[src/rtl/if_pkg.sv]
// Shared types and constants for the instruction-fetch stage.
// Latency: n/a (declarations only).
// Backpressure: n/a.
package if_pkg;

    // Encoding that decode treats as a bubble.
    localparam logic [31:0] NOP_INSTR = 32'h0000_0000;

    // Default PC loaded on reset; the top level exposes it as a parameter.
    localparam logic [31:0] RESET_PC_DEFAULT = 32'h0000_0000;

    // RUN: fetching at PC. HOLD: one fetched word parked while ID stalls.
    // DRAIN: a redirect arrived mid-access; finish and drop that access.
    typedef enum logic [1:0] {
        RUN   = 2'd0,
        HOLD  = 2'd1,
        DRAIN = 2'd2
    } if_state_t;

    // Contents of the IF/ID register and of the stall buffer.
    typedef struct packed {
        logic [31:0] instr;
        logic [31:0] npc;
    } ifid_t;

endpackage

[src/rtl/if_pc_next.sv]
// Redirect decode: redirect qualifier, prioritised target, and PC+4.
// Latency: purely combinational.
// Backpressure: redirects are suppressed while the stage is stalled.
module if_pc_next
    import if_pkg::*;
(
    input  logic [31:0] pc,
    input  logic        pc_ifwrite,
    input  logic        z,
    input  logic        j,
    input  logic        jr,
    input  logic [31:0] branch_addr,
    input  logic [31:0] jump_addr,
    input  logic [31:0] jr_addr,
    output logic        redir,
    output logic [31:0] target,
    output logic [31:0] pc_plus4
);

    // A stalled ID stage must not change the fetch stream.
    assign redir = pc_ifwrite & (jr | j | z);

    // Wraps modulo 2^32 by construction.
    assign pc_plus4 = pc + 32'd4;

    // Jump-register wins over jump, jump wins over branch.
    always_comb begin
        target = branch_addr;
        if (jr) begin
            target = jr_addr;
        end else if (j) begin
            target = jump_addr;
        end
    end

endmodule

[src/rtl/if_fetch.sv]
// Instruction fetch: PC register, imem request sequencing, IF/ID register.
// Latency: word accepted with imem_ready in cycle n is in IF/ID in cycle n+1.
// Backpressure: PC_IFWrite=0 parks one fetched word and drops imem_req.
// Optional build macro IF_DELAY_SLOT_EN: the word at the current PC still
// enters IF/ID on a redirect instead of being squashed.
module if_fetch
    import if_pkg::*;
#(
    parameter logic [31:0] RESET_PC = RESET_PC_DEFAULT
)
(
    input  logic        clk,
    input  logic        reset,
    input  logic        PC_IFWrite,
    input  logic        Z,
    input  logic        J,
    input  logic        JR,
    input  logic [31:0] BranchAddr,
    input  logic [31:0] JumpAddr,
    input  logic [31:0] JrAddr,
    output logic        imem_req,
    output logic [31:0] imem_addr,
    input  logic [31:0] imem_rdata,
    input  logic        imem_ready,
    output logic [31:0] Instruction_id,
    output logic [31:0] NextPC_id
);

    if_state_t   state, state_nxt;
    logic [31:0] pc, pc_nxt;
    logic [31:0] pend, pend_nxt;
    ifid_t       ifid, ifid_nxt;
    ifid_t       buf_q, buf_nxt;

`ifdef IF_DELAY_SLOT_EN
    // Redirect target waiting for its delay-slot word to reach IF/ID.
    logic        pend_vld, pend_vld_nxt;
`endif

    logic        redir;
    logic        fetched;
    logic [31:0] target;
    logic [31:0] pc_plus4;
    ifid_t       fetched_word;
    ifid_t       bubble;

    if_pc_next u_pc_next (
        .pc          (pc),
        .pc_ifwrite  (PC_IFWrite),
        .z           (Z),
        .j           (J),
        .jr          (JR),
        .branch_addr (BranchAddr),
        .jump_addr   (JumpAddr),
        .jr_addr     (JrAddr),
        .redir       (redir),
        .target      (target),
        .pc_plus4    (pc_plus4)
    );

    // PC only changes when an access completes or none is in flight, so the
    // address is naturally stable across wait states.
    assign imem_req     = !reset && (state != HOLD);
    assign imem_addr    = pc;
    assign fetched      = imem_req && imem_ready;
    assign fetched_word = {imem_rdata, pc_plus4};
    // A bubble keeps the last NextPC so decode sees a consistent link value.
    assign bubble       = {NOP_INSTR, ifid.npc};

    assign Instruction_id = ifid.instr;
    assign NextPC_id      = ifid.npc;

    // Next-state, next-PC and IF/ID update for every state.
    always_comb begin
        state_nxt = state;
        pc_nxt    = pc;
        pend_nxt  = pend;
        ifid_nxt  = ifid;
        buf_nxt   = buf_q;
`ifdef IF_DELAY_SLOT_EN
        pend_vld_nxt = pend_vld;
`endif
        case (state)
            RUN: begin
`ifdef IF_DELAY_SLOT_EN
                if (fetched && PC_IFWrite) begin
                    // The word at PC always enters IF/ID; it is the slot if
                    // a redirect is live now or was latched earlier.
                    ifid_nxt     = fetched_word;
                    pend_vld_nxt = 1'b0;
                    if (redir) begin
                        pc_nxt = target;
                    end else if (pend_vld) begin
                        pc_nxt = pend;
                    end else begin
                        pc_nxt = pc_plus4;
                    end
                end else if (fetched) begin
                    buf_nxt   = fetched_word;
                    state_nxt = HOLD;
                end else if (PC_IFWrite) begin
                    ifid_nxt = bubble;
                    if (redir) begin
                        pend_nxt     = target;
                        pend_vld_nxt = 1'b1;
                    end
                end
`else
                if (redir) begin
                    ifid_nxt = bubble;
                    if (fetched) begin
                        pc_nxt = target;
                    end else begin
                        // Access still in flight: let it finish, then drop it.
                        pend_nxt  = target;
                        state_nxt = DRAIN;
                    end
                end else if (fetched && PC_IFWrite) begin
                    ifid_nxt = fetched_word;
                    pc_nxt   = pc_plus4;
                end else if (fetched) begin
                    buf_nxt   = fetched_word;
                    state_nxt = HOLD;
                end else if (PC_IFWrite) begin
                    ifid_nxt = bubble;
                end
`endif
            end
            HOLD: begin
                if (PC_IFWrite) begin
                    state_nxt = RUN;
                    buf_nxt   = '0;
`ifdef IF_DELAY_SLOT_EN
                    ifid_nxt     = buf_q;
                    pend_vld_nxt = 1'b0;
                    if (redir) begin
                        pc_nxt = target;
                    end else if (pend_vld) begin
                        pc_nxt = pend;
                    end else begin
                        pc_nxt = pc_plus4;
                    end
`else
                    if (redir) begin
                        ifid_nxt = bubble;
                        pc_nxt   = target;
                    end else begin
                        ifid_nxt = buf_q;
                        pc_nxt   = pc_plus4;
                    end
`endif
                end
            end
            DRAIN: begin
                if (PC_IFWrite) begin
                    ifid_nxt = bubble;
                end
                // A newer redirect replaces the one being waited on.
                if (redir) begin
                    pend_nxt = target;
                end
                if (fetched) begin
                    pc_nxt    = redir ? target : pend;
                    state_nxt = RUN;
                end
            end
            default: begin
                state_nxt = RUN;
            end
        endcase
    end

    // State, PC, buffer and IF/ID registers with synchronous reset.
    always_ff @(posedge clk) begin
        if (reset) begin
            state <= RUN;
            pc    <= RESET_PC;
            pend  <= '0;
            ifid  <= '0;
            buf_q <= '0;
        end else begin
            state <= state_nxt;
            pc    <= pc_nxt;
            pend  <= pend_nxt;
            ifid  <= ifid_nxt;
            buf_q <= buf_nxt;
        end
    end

`ifdef IF_DELAY_SLOT_EN
    // Pending-slot flag for the delay-slot build.
    always_ff @(posedge clk) begin
        if (reset) begin
            pend_vld <= 1'b0;
        end else begin
            pend_vld <= pend_vld_nxt;
        end
    end
`endif

endmodule
[config.mk]
export PLATFORM = sky130hd
export DESIGN_NAME = if_fetch
export DESIGN_NICKNAME = d
export VERILOG_FILES = /design/src/rtl/if_pkg.sv /design/src/rtl/if_pc_next.sv /design/src/rtl/if_fetch.sv
export SDC_FILE = /design/constraint.sdc
export NUM_CORES = 1
export LEC_CHECK = 0
export ABC_AREA = 1
export CAP_MARGIN = 10
export CELL_PAD_IN_SITES_DETAIL_PLACEMENT = 0
export CELL_PAD_IN_SITES_GLOBAL_PLACEMENT = 2
export CORE_AREA = 2 2 202 204
export CTS_BUF_LIST = sky130_fd_sc_hd__clkbuf_16
export DETAILED_ROUTE_END_ITERATION = 12
export DIE_AREA = 0 0 204 206
export GPL_TIMING_DRIVEN = 1
export PLACE_DENSITY_LB_ADDON = 0.12
export SLEW_MARGIN = 30
export SYNTH_ARGS = -nofsm -noshare
export SYNTH_HDL_FRONTEND = slang
export SYNTH_SLANG_ARGS = --single-unit
[constraint.sdc]
create_clock -name clk -period 3.4 [get_ports clk]
set_input_delay 0.85 -clock clk [delete_from_list [all_inputs] [get_ports clk]]
set_output_delay 0.85 -clock clk [all_outputs]
set_load 0.01 [all_outputs]
==> out/results.ini <==
[final_layout]
final_cells = 2582
drive_above_1_share_pct = 5.41
n_antenna_cell = 0
final_nets = 2177
syn_to_final_growth_pct = 29.4

[clock_network]
cts.repair.resized = 0
cts.clk_slew.worst_paths_ns = 0.07
cts_tree = yes
htreeDepth = 4
cts_setup_buffers = 0
cts.sinks = 194
holdBufCountCts = 0
root_buffer = clkbuf_16
clk_path_buf_depth = 2
numCtsBuffers = 17
clock_latency_ns = 0.46

[synthesis]
yosys.area.top_type = dfxtp_1
async_reset_ff_share_pct = 0
synth_area_um2 = 11400
ys_types = 39
postSynthCellCount = 1870
synthTopCellsByArea = dfxtp_1, nand2_1, nor2_1
ys_warn_count = 0
synth_top_cell_area_share_pct = 34.0
postSynthAreaPerCell_um2 = 6.10
synth_nets = 2010
ys_seq_area_share_pct = 34.0
ys_ff_latch = 194
synth.top_cells.by_count = nand2_1, nor2_1, dfxtp_1
synthFlopType = dfxtp_1
yosysMostFrequentCell = nand2_1
synth_edf_count = 0

[place]
dpl.hpwl_mm = 30.5
io_buffers = 231
gp_congestion = 0.812
dp_cells = 2550

[timing]
period_needed_ns = 2.75
hold_viol_final = 0
setup_violations = 0
fin_skew_ns = 0.0158
tightest_slew_ns = 0.945
fin_setup_tns_ns = 0
rsz0062_at_grt = no
slew_headroom_pct = 37.0
drv_slew = 0
finalCritPeriodShare_pct = 80.9
max_clock_freq_ghz = 0.363

[power]
irDropWorstVdd_v = 0.000398
p_leak_nw = 5.89
powerDensity_nw_per_um2 = 452

[global_route]
groute.usage.overall_pct = 21.0
antenna_found_initial = 0
grt_max_degree = 81
grt_pass1_wl_mm = 68.5
overflow = 0
grt_pass1_vias = 12100

[routing]
wl_met1_mm = 19.8
viasPerCell = 4.72
detail-route-antenna-nets = 0
drc = 0
dr.max_layer_used = met4
wire_per_inst_um = 17.0
routed-wl-met3_mm = 1.77
drt-initial-drc-count = 713
wl_met2_mm = 21.7
vias = 12200
wl_mm = 44.0
firstDrtPassIters = 5

[die]
dieArea_um2 = 42000
core-area_um2 = 40200
die_h_um = 206
die_w_um = 204
start_util_pct = 28.4
io_pins = 232
fp-row-count = 74

[status]
status = completed

[worst_hold_path]
hold_class = reg -> reg
min_path_cells = 2

[flow_run]
cap_viol_max_count = 0

[critical_path]
cp_data_required_time_ns = 2.55
reg2reg_depth = 10
path_cells = inv_1, ha_2, nor2_8, clkdlybuf4s50_1
max_stage_delay_ns = 0.54
cp-start-kind = flop
crit_path_end_kind = output port
crit_arrival_ns = 1.90
slowest_stage = clkdlybuf4s50_1
path_max_fanout = 5
worstSetupPathType = reg -> out

==> critical path, delay by kind of cell, from the launching register on <==
kind	cells	cell delay, ns
buffers and inverters	2	0.65
AND/OR/NAND/NOR	1	0.14
flip-flops	1	0.40
adder cells (fa/ha/maj)	1	0.27
==> metrics by stage <==
stage	total power, mW	hold WS (ns)	worst slack (ns)	utilization (%)	area [um2]
2_1_floorplan	3.70	0.440	1.17	-	11400
5_1_grt	7.08	0.474	0.540	36.7	14800
3_3_place_gp	4.57	0.448	0.298	35.2	14200
4_1_cts	6.78	0.464	0.621	36.7	14800
3_5_place_dp	4.58	0.453	0.265	35.2	14200
6_report	6.67	0.461	0.649	36.7	14800
==> power breakdown <==
part / internal, mW / total, mW / leakage, nW / switching [mW]
registers: 2.48 / 2.68 / 1.59 / 0.206
clock network: 1.17 / 2.18 / 0.291 / 1.01
logic: 0.753 / 1.81 / 4.01 / 1.06
==> registers in the layout, summed over array words and instances (netlist names) <==
| name | flops |
|---|---|
| NextPC_id | 32 |
| state | 2 |
| pend | 32 |
| buf_q | 64 |
| imem_addr | 32 |
| Instruction_id | 32 |
==> cell usage in the layout, fill, tap and decap left out, drive strengths merged, types with 6 or more instances in the layout <==
cell / count
nand2: 581
nor2: 323
clkdlybuf4s50: 230
dfxtp: 194
a21oi: 186
inv: 155
o21ai: 139
nand3: 71
buf: 35
o221ai: 23
nor3b: 21
clkbuf: 17
xor2: 12
and2: 10
a31oi: 10
a41oi: 6
o211ai: 6
==> routing by layer <==
layer  global-route usage, %  up-vias
met4                    5.46        0
met5                       0        -
li1                        -     6295
met2                    37.4      221
met1                    26.3     5631
met3                    3.44       30
==> area by class of cell <==
| type | count | area [um2] |
|---|---|---|
| Sequential cell | 194 | 3880 |
| Multi-Input combinational cell | 1409 | 6420 |
| Clock buffer | 17 | 425 |
| Tap cell | 532 | 666 |
| Fill cell | 4435 | 25400 |
| Timing Repair Buffer | 265 | 2610 |
| Inverter | 150 | 569 |
| Clock inverter | 15 | 180 |
==> cell families after synthesis <==
logic type	count (synthesis)	share of synthesized area [%]
adders and majority gates	5	0.548
AOI/OAI and AO/OA	378	18.4
buffers and inverters	267	9.75
DFF	194	34.0
and+or+nand+nor	1011	36.1
xor gates and xnor gates	15	1.15
==> final timing paths <==
path                        startpoint                         end  slack (ns)
max              state[1]$_SDFFE_PP0P_                    imem_req        0.65
min              buf_q[6]$_SDFFE_PP0P_       buf_q[6]$_SDFFE_PP0P_        0.46
max reg2reg  imem_addr[3]$_SDFFE_PP0P_  imem_addr[12]$_SDFFE_PP0P_        0.91
min reg2reg      buf_q[6]$_SDFFE_PP0P_       buf_q[6]$_SDFFE_PP0P_        0.46
Power figures use the tool's default switching activity.
